$ cat src/rtl/pipe_ctrl.sv
// Pipeline stall/flush/redirect arbiter: turns stage wait sources and MM-stage
// exceptions into per-stage enables, bubble strobes, a PC redirect and a stall counter.
module pipe_ctrl #(
  parameter int unsigned EXC_VEC_W = 32,
  parameter int unsigned CNT_W     = 32
) (
  input  logic                 clk,
  input  logic                 rst,
  input  logic                 stall_hazard,
  input  logic                 stall_muldiv,
  input  logic                 ireq_wait,
  input  logic                 dreq_wait,
  input  logic                 except,
  input  logic [EXC_VEC_W-1:0] except_pc,
  output logic                 en_if,
  output logic                 en_id,
  output logic                 en_ex,
  output logic                 en_mm,
  output logic                 en_wb,
  output logic                 flush_id,
  output logic                 flush_ex,
  output logic                 flush_mm,
  output logic                 flush_wb,
  output logic                 redirect_valid,
  output logic [EXC_VEC_W-1:0] redirect_pc,
  output logic                 discard_fetch,
  output logic [CNT_W-1:0]     stall_cycles
);

  // DRAIN: the PC already points at the new target but an old fetch is still in flight
  typedef enum logic [0:0] {
    RUN   = 1'b0,
    DRAIN = 1'b1
  } state_e;

  state_e           state_q, state_d;
  logic [CNT_W-1:0] cnt_q, cnt_d;

  assign stall_cycles = cnt_q;

  always_comb begin
    en_if          = 1'b1;
    en_id          = 1'b1;
    en_ex          = 1'b1;
    en_mm          = 1'b1;
    en_wb          = 1'b1;
    flush_id       = 1'b0;
    flush_ex       = 1'b0;
    flush_mm       = 1'b0;
    flush_wb       = 1'b0;
    redirect_valid = 1'b0;
    redirect_pc    = '0;
    discard_fetch  = 1'b0;
    state_d        = state_q;
    cnt_d          = cnt_q;

    if (rst) begin
      flush_id = 1'b1;
      flush_ex = 1'b1;
      flush_mm = 1'b1;
      flush_wb = 1'b1;
      state_d  = RUN;
    end else if (except) begin
      // Exception overrides every stall; a fetch still outstanding becomes stale
      flush_id       = 1'b1;
      flush_ex       = 1'b1;
      flush_mm       = 1'b1;
      flush_wb       = 1'b1;
      redirect_valid = 1'b1;
      redirect_pc    = except_pc;
      discard_fetch  = (state_q == DRAIN);
      state_d        = ireq_wait ? DRAIN : RUN;
    end else begin
      if (dreq_wait) begin
        en_if    = 1'b0;
        en_id    = 1'b0;
        en_ex    = 1'b0;
        en_mm    = 1'b0;
        flush_wb = 1'b1;
      end else if (stall_muldiv) begin
        en_if    = 1'b0;
        en_id    = 1'b0;
        en_ex    = 1'b0;
        flush_mm = 1'b1;
      end else if (stall_hazard) begin
        en_if    = 1'b0;
        en_id    = 1'b0;
        flush_ex = 1'b1;
      end else if (ireq_wait) begin
        en_if    = 1'b0;
        flush_id = 1'b1;
      end

      // While draining, IF/ID are owned by the drain; EX..WB keep the stall result
      if (state_q == DRAIN) begin
        discard_fetch = 1'b1;
        en_if         = 1'b0;
        en_id         = 1'b1;
        flush_id      = 1'b1;
        if (!ireq_wait) begin
          state_d = RUN;
        end
      end
    end

    if (!rst && !en_if && (cnt_q != '1)) begin
      cnt_d = cnt_q + CNT_W'(1);
    end
  end

  always_ff @(posedge clk) begin
    if (rst) begin
      state_q <= RUN;
      cnt_q   <= '0;
    end else begin
      state_q <= state_d;
      cnt_q   <= cnt_d;
    end
  end

endmodule

$ cat config.mk
export PLATFORM = sky130hd
export DESIGN_NAME = pipe_ctrl
export DESIGN_NICKNAME = d
export VERILOG_FILES = /design/src/rtl/pipe_ctrl.sv
export SDC_FILE = /design/constraint.sdc
export NUM_CORES = 1
export LEC_CHECK = 0
export ABC_AREA = 1
export CAP_MARGIN = 25
export CELL_PAD_IN_SITES_DETAIL_PLACEMENT = 1
export CELL_PAD_IN_SITES_GLOBAL_PLACEMENT = 2
export CORE_MARGIN = 5
export CORE_UTILIZATION = 21
export CTS_CLUSTER_DIAMETER = 30
export CTS_CLUSTER_SIZE = 40
export DETAILED_ROUTE_END_ITERATION = 10
export GPL_ROUTABILITY_DRIVEN = 0
export PLACE_DENSITY_LB_ADDON = 0.1
export SLEW_MARGIN = 25
export SYNTH_ARGS = -nofsm -noshare
export SYNTH_HDL_FRONTEND = slang
export SYNTH_SLANG_ARGS = --single-unit
$ cat constraint.sdc
create_clock -name clk -period 4.23 [get_ports clk]
set_input_delay 0.6345 -clock clk [delete_from_list [all_inputs] [get_ports clk]]
set_output_delay 0.6345 -clock clk [all_outputs]
set_load 0.05 [all_outputs]
-- After elaboration in Yosys (flattened, before gate mapping)
Index checks and enable logic that the tools add are counted.
W data, S select, Z words.
- add/sub/neg operators: 1
- multipliers: 0
- divide/modulo/power cells: 0
- $lt $le $gt $ge: 0
- eq/ne operators: 1
- shifts and indexed selects: 0
- mux-type cells: 48
- bitwise logic cells: 0
- reductions and logical operators: 4
- operators by type and width (operator ; number):
    $mux W32 ; 2
    $mux W1 ; 46
    $add A32 B1 Y32 const B ; 1
    $ne A32 B32 Y1 const B ; 1
    $logic_and A1 B1 Y1 ; 2
    $logic_not A1 Y1 ; 2
- register bits after elaboration: 33
- latch bits: 0
- bits in writable memories: 0
- bits in read-only memories: 0
- bits of input ports: 39
- output and inout bits: 75
- word-level logic and storage cells: 56
- memories kept: 0

-- Longest topological paths before layout
Gate-level depths: netlist of run 1.
- depth in word-level cells: 10
- mapped depth: 11
- mapped depth without buffers: 11

-- Least setup slack after synthesis of run 1
No wires, ideal clock.
- path type: input port to output port
- start point: input port dreq_wait
- end point: output port flush_id
- arrival: 1.951 ns
- required time: 3.595 ns
- setup slack: 1.644 ns
- cell stages on the path: 3
- buffers on the path: 0
- path through: nor2_1 nand2_1 o21ai_0
- cells in the longest elaborated chain, start to end: 4
- RTL lines (what ; RTL line ; text):
    start, declared ; 12 ; input logic dreq_wait,
    $mux W1 ; 74 ; if (dreq_wait) begin
    $mux W1 ; 95 ; if (state_q == DRAIN) begin
    $mux W1 ; 63 ; end else if (except) begin
    $mux W1 ; 57 ; if (rst) begin
    end, declared ; 20 ; output logic flush_id,
Every way passes these cells.

-- Worst setup path in the final report of run 1
- start point: input port except
- end point: output port redirect_pc[11]
- cells in the longest elaborated chain, start to end: 2
- RTL lines (what ; RTL line ; text):
    start, declared ; 13 ; input logic except,
    $mux W32 ; 63 ;
    $mux W32 ; 57 ;
    end, declared ; 25 ; output logic [EXC_VEC_W-1:0] redirect_pc,
Every way passes these cells.

==> results of run 1 <==
[sequential cells by signal (all words and copies together) (netlist names)]
register,flops
stall_cycles,32
state_q,1
[layout by cell type, fill, tap and decap left out, drive strengths merged]
cell type      count
conb               1
and2               2
a211oi             1
ha                 1
nand3             25
clkbuf             6
xnor2              3
o21a               1
nor3               1
clkinv             2
a21oi             27
xor2               7
buf                3
o21ai              7
inv               29
nor2             118
or2                1
nand3b             3
dfxtp             33
clkdlybuf4s50    111
nand4              3
nand2            148
[through the flow]
stage                      power, W  util [%]  hold WS (ns)  instances
after floorplan           0.0004491         -        0.4654        427
after global placement    0.0005355     32.12        0.5073        668
after detailed placement  0.0005361     32.12        0.4996        668
after CTS                 0.0009056     33.33        0.5077        676
after global routing      0.0009284     33.33        0.5281        676
final                     0.0008868     33.33        0.5012        676
[layout make-up]
| cell class | instances | area [µm²] |
|---|---|---|
| clock buffers | 6 | 128.9 |
| clock inverters | 2 | 10.01 |
| repair buffers | 114 | 1131 |
| fillers | 1479 | 7645 |
| well taps | 143 | 178.9 |
| flip-flops and latches | 33 | 660.6 |
| multi-input cells | 349 | 1604 |
| inverters | 29 | 108.9 |
[metal layers]
layer,vias up,GRT usage [%],share of wire [%]
met4,0,3.297,1.0
met2,92,23.45,47
met5,-,0,0
li1,1524,-,-
met3,4,4.680,7.4
met1,1366,17.28,45
[power by group]
part / leakage [nW] / switching (W) / internal (W)
Combinational: 1.14 / 0.000129 / 0.0000781
Sequential: 0.267 / 0.00000459 / 0.000315
Clock: 0.0706 / 0.000144 / 0.000216
[worst register-to-register path, cell delays in order (launching register included)]
cell and delay (ns):
dfxtp_1 0.39, ha_1 0.22, nand2_2 0.08, nor2_4 0.16, nand2_4 0.12, nor2_8 0.17, nand3_4 0.27, nand2_4 0.31
o21ai_0 0.12, nor2_1 0.12
[cells by family (layout without fill, tap and decap cells)]
family,Yosys count,count (layout)
fa+ha+maj,1,1
flops,33,33
other cells,1,1
buf+inv,45,151
xor+xnor,10,10
simple gates,301,301
compound gates,36,36
[path summary, 6_finish.rpt]
check,to,slack [ns],startpoint
max,redirect_pc[11],1.09,except
min,state_q,0.50,state_q
max reg2reg,stall_cycles[0],2.20,stall_cycles[0]
min reg2reg,state_q,0.50,state_q
==> results list, run 1 <==
- Crit-path max cell delay: 0.83 ns
* Post-synthesis mux area share: 0%
- In this run the power density over the cells is roughly 230 nW/µm².
* Wire length of the first global-routing pass: 16,250 µm
* Data arrival, critical path: 2.50 ns
- Slew @ Worst Pin: 0.7963 ns
- Max-capacitance violation count: 0
- Total grt overflow: 0
* Count of different cell masters after synthesis: 32
- Total global-route track usage: 13.97%
- Reported leakage power: 1.475 nW
* Port buffer count: 112
- Largest family of logic cells by synthesized area: simple AND/OR/NAND/NOR gates
* Critical path type: primary input to output pin
* DRC marker count from the first detailed-route iteration: ~110
* Routed wirelength normalized by instance count: 14.66 µm
- Number of cells traversed by the worst hold path: 2
- In this run the deepest clock path goes through 2 buffers.
- VDD sags by at most between 0.1 and 0.15 mV.
* Number of sinks handled by clock tree synthesis: 33
- Of the total synthesized cell area, the portion taken by XOR and XNOR cells is 3.562%.
- Number of rows created at floorplan: 39
- The worst path in the final design needs a cycle of 3.139 ns, including I/O delays and setup.
- Summing all non-filler instances in the final layout gives an area of approximately 3800 µm².
- The placed instances occupy a cell area of roughly 3700 µm².
- Vias in the first global route: 3,200
- In this run the worst path has a maximum fanout of 33.
- Clock root buffer: clkbuf_16
* Type of the most critical hold path: flop to flop
- Grouping stages by cell kind, the critical path spends the most delay in buffers and inverters.
* Clock Latency Late Sink: 0.28 ns
- Maximum number of pins on one net before global-route repair: 34
* Crit path top cell by count: clkdlybuf4s50_1
- Of the available clock period, the critical path in the final layout requires around three quarters.
* Buffers inserted by post-CTS timing repair: 0
- Final setup viols: 0
- After synthesis, the largest area contributor takes up 26.87% of total cell area.
* Most area-hungry cell type in the Yosys netlist: dfxtp_1
- Cell Chain, Critical Path: clkdlybuf4s50_1, buf_4, nand2_1, nor2_1, clkdlybuf4s50_1
- The number of antenna violations at the first check in global routing is 0.
* Drc violations: 0
- Number of warnings reported in the yosys synthesis log: 0
* DP HPWL: 7755 µm
- Ratio of routed vias to standard cells: 4.417
- In this run the count of I/O pins placed on the die edge is 114.
- Number of flops mapped to enable cells by yosys: 0
* Die X-Extent: 118.2 µm
- Across all setup checks in the final design, the least slack found is 1.091 ns.
- Prior to clock tree synthesis, the placed netlist has a worst setup slack of around 1.1 ns.
- Clock tree skew after final layout: about 0.0053 ns
- CORE AREA: around 11,000 µm²
* Compound-cell area share of the yosys netlist: under 10%
- TritonCTS built the clock tree.
- By area the synthesized netlist is led by dfxtp_1 27%, nand2_1 21%, nor2_1 16%, nand3_1 4.9%, a21oi_1 4.3%.
- The number of slew-limit violations in the final report is 0.
* Post-route ant nets: 0
* Peak clock frequency supported by timing: ~320 MHz
* Count of mapped cells out of synthesis: 427
- In the synthesized netlist the dominant register cell turns out to be dfxtp_1.
- After synthesis, the most frequently instantiated cells are 137 x nand2_1, 108 x nor2_1, 33 x dfxtp_1.
- STA puts the critical path data required time at 3.60 ns.
* Most numerous cell in the Yosys netlist: nand2_1
* Hold_buf cts: 0
- Number of stages on the worst setup path: 5
- 0 antenna diodes ended up in the layout.
- Library cell contributing the largest single delay on the critical path: clkdlybuf4s50_1
* Die Outline Area: 13,970 µm²
- Cells resized by post-CTS repair: 0
- Result of the run: finished clean
* Endpoints failing hold: 0
- Worst-case headroom to the max-slew limit: around 47%
* Reg2reg path depth: 9
- Setup TNS: 0 ns
- Vertical die dimension: 118.2 µm
- Detailed Routing Iterations Pass 1: 4
* Number of buffers created by CTS: 5
* Starting utilization of the core area: 21.44%
* Count of buffer and inverter cells on the critical path: 3
- Clock-pin slew of the registers on the worst-case setup and hold paths: 0.06 ns
- When the netlist entered floorplanning its net count stood at 467.
- The H-tree generated during clock tree synthesis spans 2 levels.
- Total standard cell area after synthesis: 2459 µm²
- Avg Synthesized Cell Area: 5.758 µm²
- Layout Nets: 572
- Wire length reported by the detailed router: 9908 µm
* Adder-cell share of the synthesized area: 0.5089%
- STA classifies the critical path endpoint as an output pin.
- RSZ-0062 raised after global routing: no
- Share of post-route cells with drive strength above 1: 7.505%
- Sequential elements use 26.87% of the synthesized area.
* Area fraction in and, or, nand and nor cells after synthesis: 52.57%
- Setup crit start kind: primary input
- Synthesized flop and latch total: 33
* Total number of vias: 2,986
- From synthesis to final layout, the design area changed by 55.47%.
* Share of async-settable or async-resettable flops after synthesis: 0%
No activity file was read; power rests on OpenSTA's default activity.
==> inputs of run 2 (changes only) <==
--- a/config.mk
+++ b/config.mk
@@ -10,7 +10,7 @@
 export CELL_PAD_IN_SITES_DETAIL_PLACEMENT = 1
 export CELL_PAD_IN_SITES_GLOBAL_PLACEMENT = 2
 export CORE_MARGIN = 5
-export CORE_UTILIZATION = 21
+export CORE_UTILIZATION = 20
 export CTS_CLUSTER_DIAMETER = 30
 export CTS_CLUSTER_SIZE = 40
 export DETAILED_ROUTE_END_ITERATION = 10
==> constraint.sdc (replaced) <==
create_clock -name clk -period 3.17 [get_ports clk]
set_input_delay 0.4755 -clock clk [delete_from_list [all_inputs] [get_ports clk]]
set_output_delay 0.4755 -clock clk [all_outputs]
set_load 0.05 [all_outputs]
==> run 2 against run 1 <==
Net effect: final area increased by 9.8%; power increased by 43%; hold slack got worse by 0.095 ns; die area increased by 4.6%; critical path type unchanged; setup slack got worse by 0.14 ns; first-iteration DRC count increased by 0.88%; wire length increased by 3.7%.
==> results list, run 2 (synthesis gave the netlist of run 1 again) <==
- Result of the run: finished clean
- The via count of the first global-routing pass is 3,256 (+1.8%).
- The quantity of gates resized following cts was 0 (unchanged).
* Final setup viols: 0 (unchanged)
- STA classifies the critical path endpoint as an output pin.
- The stage delay of the slowest cell on the critical path came to 0.48 ns (-0.35 ns).
- Finished Layout Cells: 681 (+0.74%)
- Setup repair after global routing left no endpoint under its margin.
- Initial antenna violation count: 0 (unchanged)
* DRC marker count from the first detailed-route iteration: 115 (+0.88%)
* Post-route ant nets: 0 (unchanged)
- The area growth from synthesis to layout is 70.69%.
* Worst IR drop on VDD: 0.1556 mV (+40%)
* Final cycle utilization of the critical path: 70.00%
- Critical path type: primary input to output pin
* Data arrival, critical path: 1.74 ns (-0.76 ns)
- The worst setup skew after layout came to 0.01041 ns (+0.005151 ns).
- Setup TNS: 0 ns (unchanged)
- The share of the core filled with cells is 34.94% (+1.6 points).
* Reported leakage power: 1.667 nW (+13%)
- Number of sinks handled by clock tree synthesis: 33 (unchanged)
- The pin count of the biggest net entering global routing came to 45 (+32%).
- Critical path fanouts, max: 5 (-85%)
- The post-layout total power came to 0.001264 W (+43%).
- The wire length after detailed routing was 10,280 µm (+3.7%).
- The H-tree depth came to 2 (unchanged).
- The die height was 120.9 µm (+2.3%).
- The global-route wire length before repair was 16,830 µm (+3.6%).
- Number of max-slew violations in the final report: 0 (unchanged)
- The power per cell area is 301.2 nW/µm² (+30%).
* DP HPWL: 8222 µm (+6.0%)
- The number of failing hold endpoints at the final stage came to 0 (unchanged).
- Port buffer count: 112 (unchanged)
* Largest register FFs: 32 (unchanged)
- The overall die area came to 14,610 µm² (+4.6%).
- The routed via count was 3,041 (+1.8%).
- The total inserted antenna cells was 0 (unchanged).
- The critical path goes through clkdlybuf4s50_1, nor2_2, inv_1, or2_2, buf_4.
- Hold_buf cts: 0 (unchanged)
* Max-capacitance violation count: 0 (unchanged)
- The number of buffers on the longest clock path is 2 (unchanged).
* Placed Cells incl. Taps: 673 (+0.75%)
- Die X-Extent: 120.9 µm (+2.3%)
* Starting utilization of the core area: 20.47% (-0.97 points)
- STA classifies the critical path startpoint as a primary input.
- Clock Latency Late Sink: 0.29 ns (about the same)
- The total global routing overflow is 0 (unchanged).
* Layout Nets: 573 (+0.17%)
* Routed wirelength normalized by instance count: 15.09 µm (+2.9%)
* Boundary Pins: 114 (unchanged)
- Data required time of the critical path: 2.69 ns (-0.91 ns)
- The transition at the pin with the smallest max-transition slack was 0.7934 ns (-0.002872 ns).
* Clock root buffer: clkbuf_16
- The number of vias per cell after detailed routing came to 4.465 (+1.1%).
- Number of buffers created by CTS: 5 (unchanged)
- Number of rows created at floorplan: 40 (+2.6%)
* Library cell contributing the largest single delay on the critical path: clkdlybuf4s50_1
- Worst-case headroom to the max-slew limit: 47.05% (+0.19 points)
- Most common library cell in the layout ignoring fill and taps: nand2_1
* Number of inserted filler cells in the final layout: 1,496 (+1.1%)
- Buffers inserted by post-CTS timing repair: 0 (unchanged)
- Peak clock frequency supported by timing: 450.7 MHz
- Leaving out fill and tap cells, the most frequent cells in the layout are 137 x nand2_1, 108 x nor2_1, 70 x clkdlybuf4s50_1.
- The clock edge transition at the registers on the reported setup and hold paths was 0.06 ns (about the same).
* Detailed Routing Iterations Pass 1: 4 (unchanged)
* CORE AREA: 12,010 µm² (+4.7%)
* Share of post-route cells with drive strength above 1: 15.54% (+8.0 points)
- The number of DRC violations after detailed routing is 0 (unchanged).
* Total global-route track usage: 14.50% (+0.53 points)
- CTS tree: done
- The worst hold path belongs to the class primary input to flop.
* Hold WS: 0.4067 ns (-0.09455 ns)
- Min Tclk post-route: 2.219 ns
run 2: path summary, 6_finish.rpt:
path,startpoint,to,slack [ns],cells after the start
worst min register to register,state_q,state_q,0.51,2
worst max-delay path,except,flush_wb,0.95,5
worst max register to register,stall_cycles[1],stall_cycles[0],1.14,9
worst min-delay path,rst,state_q,0.41,2
run 2: area by class of cell:
class	instances	area [µm²]	area share, %
Multi-Input combinational cell	349	1604	38.22
Timing Repair Buffer	115	1486	35.42
Sequential cell	33	660.6	15.74
Tap cell	147	183.9	4.383
Clock buffer	6	138.9	3.309
Inverter	29	108.9	2.594
Clock inverter	2	13.76	0.3280
run 2: worst max-delay path: cells and delay by family:
kind / cells / cell delay [ns]
buffers and inverters: 3 / 0.77
and+or+nand+nor: 2 / 0.49
run 2: metrics by stage:
step | worst slack (ns) | area [µm²]
2_1_floorplan | 0.9020 | 2459
3_3_place_gp | 0.8015 | 4044
3_5_place_dp | 0.7408 | 4044
4_1_cts | 0.9121 | 4197
5_1_grt | 0.8238 | 4197
6_report | 0.9510 | 4197
run 2: report_power, final:
group	switching, W	internal [W]
combinational	0.000183	0.000142
clock	0.000200	0.000313
sequential	0.00000652	0.000420
total	0.000390	0.000874
run 2: per-layer routing:
layer | GRT usage (%) | wire (µm) | vias up
met4 | 4.320 | 178 | 0
met2 | 24.52 | 4903 | 97
met5 | 0 | 0 | -
li1 | - | - | 1530
met3 | 6.900 | 1110 | 10
met1 | 16.14 | 4083 | 1404
==> inputs of run 3 (changes only) <==
==> constraint.sdc (replaced) <==
create_clock -name clk -period 2.17 [get_ports clk]
set_input_delay 0.3255 -clock clk [delete_from_list [all_inputs] [get_ports clk]]
set_output_delay 0.3255 -clock clk [all_outputs]
set_load 0.05 [all_outputs]
==> run 3 against run 2 <==
Net effect: register-to-register slack got worse by 0.84 ns; clock power rose by 30%; sequential cell count did not move; first-iteration DRC count fell by 30%; die area did not move; global-route usage fell by 0.52 points; core utilization rose by 0.29 points; clock skew fell by 0.0046 ns; sequential share of layout area fell by 0.13 points; hold slack improved by 0.096 ns; wire length fell by 1.5%.
==> results list, run 3 (synthesis gave the netlist of run 1 again) <==
* Result of the run: finished clean
- Slew @ Worst Pin: 0.5336 ns (-0.2598 ns)
* Die Outline Area: 14,610 µm² (unchanged)
- Layout Nets: 581 (+1.4%)
* Cells resized by post-CTS repair: 0 (unchanged)
- The final number of setup-violating endpoints came to 0 (unchanged).
- Number of inserted filler cells in the final layout: 1,501 (+0.33%)
- Library cell contributing the largest single delay on the critical path: clkdlybuf4s50_1
- The flip-flop count of the largest register after layout came to 32 (unchanged).
- Endpoints failing hold: 0 (unchanged)
- Die X-Extent: 120.9 µm (unchanged)
- RSZ-0062 raised after global routing: no
- The routed wirelength normalized by instance count came to 14.73 µm (-2.4%).
- Cell Chain, Critical Path: clkdlybuf4s50_1
- Maximum count of clock buffers along a single path: 2 (unchanged)
- Worst-case headroom to the max-slew limit: 64.31% (+17 points)
- The count of routing violations after the opening detailed-route iteration came to 80 (-30%).
- The pin count of the biggest net entering global routing is 38 (-16%).
* Data required time of the critical path: 1.84 ns (-0.85 ns)
- Vias in the first global route: 3,156 (-3.1%)
* Detailed Routing Iterations Pass 1: 4 (unchanged)
- The placeable core area was 12,010 µm² (unchanged).
* Port buffer count: 112 (unchanged)
* Start point of the critical path: stall_cycles[22]
- Boundary Pins: 114 (unchanged)
* Launch instance of the worst register-to-register path: stall_cycles[0]
* Max-capacitance violation count: 0 (unchanged)
- The total global routing track utilization was 13.98% (-0.52 points).
- Wire length reported by the detailed router: 10,120 µm (-1.5%)
- The final critical-path setup slack came to 0.1893 ns (-0.7617 ns).
- The post-layout total power came to 0.001770 W (+40%).
* Critical path fanouts, max: 6 (+1)
- Type of the most critical hold path: flop to flop
* Vertical die dimension: 120.9 µm (unchanged)
- The share of layout cells above drive strength 1 came to 16.67% (+1.1 points).
- The post-route setup TNS came to 0 ns (unchanged).
- The top cell types in the final layout, fill and taps aside, are 137 x nand2_1, 108 x nor2_1, 69 x clkdlybuf4s50_1.
* Min Tclk post-route: 1.981 ns
- The worst setup path is captured at an output pin.
- The HPWL after detailed placement was 8296 µm (+0.91%).
- Relative area change from synthesis to final layout: 72.11%
* Number of rows created at floorplan: 40 (unchanged)
- Wire length of the first global-routing pass: 16,330 µm (-3.0%)
- The worst hold path begins at state_q.
- Data arrival, critical path: 1.66 ns (-0.08 ns)
- In this design, the largest share of critical-path delay is due to buffers and inverters.
- Critical path type: flop to output pin
* Clock-pin slew of the registers on the worst-case setup and hold paths: 0.05 ns (about the same)
* Post-route ant nets: 0 (unchanged)
- Power per Cell Area: 418.3 nW/µm² (+39%)
- The combined buffer and inverter count along the critical path was 1 (-2).
- The number of vias per cell after detailed routing was 4.426 (-0.87%).
- Worst IR drop on VDD: 0.2311 mV (+49%)
- Reported leakage power: 1.697 nW (+1.8%)
- The number of clock sinks seen by CTS is 33 (unchanged).
- Number of max-slew violations in the final report: 0 (unchanged)
- The routed via count came to 3,041 (unchanged).
* Ant diodes: 0 (unchanged)
- Hold_buf cts: 0 (unchanged)
- Total grt overflow: 0 (unchanged)
- Crit-path max cell delay: 0.87 ns (+0.39 ns)
- Number of levels the H-tree was split into: 2 (unchanged)
* Setup crit start kind: flop
- Number of buffers created by CTS: 5 (unchanged)
- Clock Latency Late Sink: 0.28 ns (about the same)
- Peak clock frequency supported by timing: 504.9 MHz
- TritonCTS built the clock tree.
- The number of setup buffers added after CTS is 0 (unchanged).
- The starting density of the core was 20.47% (unchanged).
- The number of DRC violations after detailed routing is 0 (unchanged).
- The worst setup skew after layout came to 0.005783 ns (-0.004626 ns).
* Pre-CTS setup slack: 0.1645 ns (-0.5763 ns)
- Initial antenna violation count: 0 (unchanged)
- Most common library cell in the layout ignoring fill and taps: nand2_1
- Clock root buffer: clkbuf_16
- Final cycle utilization of the critical path: 91.28%
* Final core utilization: 35.23% (+0.29 points)
==> run 3: changes by cell type in the layout (fill, tap and decap cells not counted), sizes merged <==
| cell | change |
|---|---|
| clkdlybuf4s50 | -1 |
| clkbuf | -1 |
| buf | +9 |
| clkinv | -1 |
==> run 3: cell type report <==
| type | instances | area (µm²) | area share, % |
|---|---|---|---|
| multi-input combinational | 349 | 1604 | 37.91 |
| timing repair buffer | 123 | 1544 | 36.49 |
| sequential | 33 | 660.6 | 15.61 |
| tap | 147 | 183.9 | 4.347 |
| clock buffer | 5 | 125.1 | 2.957 |
| inverter | 29 | 108.9 | 2.572 |
| clock inverter | 1 | 5.005 | 0.1183 |
==> run 3: worst paths after layout <==
check,endpoint,depth (start not counted),slack [ns]
setup reg to reg,stall_cycles[21],8,0.30
hold / removal,state_q,2,0.50
hold reg to reg,state_q,2,0.50
setup / recovery,stall_cycles[22],1,0.19
==> run 3: stage by stage <==
step                      cell area (µm²)  instances  hold WS [ns]
after global routing                 4232        687        0.5425
after detailed placement             4101        681        0.4972
final                                4232        687        0.5028
after CTS                            4232        687        0.5069
after global placement               4101        681        0.4889
after floorplan                      2459        427        0.4558
==> run 3: metal layers <==
| metal | wire, µm | part of all wire (%) | track usage (%) | vias up |
|---|---|---|---|---|
| met2 | 4688 | 46 | 22.82 | 97 |
| met1 | 4205 | 42 | 16.25 | 1388 |
| met5 | 0 | 0 | 0 | - |
| li1 | - | - | - | 1546 |
| met3 | 1083 | 11 | 6.993 | 10 |
| met4 | 144 | 1.4 | 3.612 | 0 |
==> run 3: report_power, final <==
part	switching (W)	internal [W]	total (W)	leakage, nW
Clock	0.000256	0.000409	0.000665	0.0655
Combinational	0.000269	0.000213	0.000482	1.36
Sequential	0.00000923	0.000614	0.000623	0.267
Total	0.000534	0.00124	0.00177	1.70
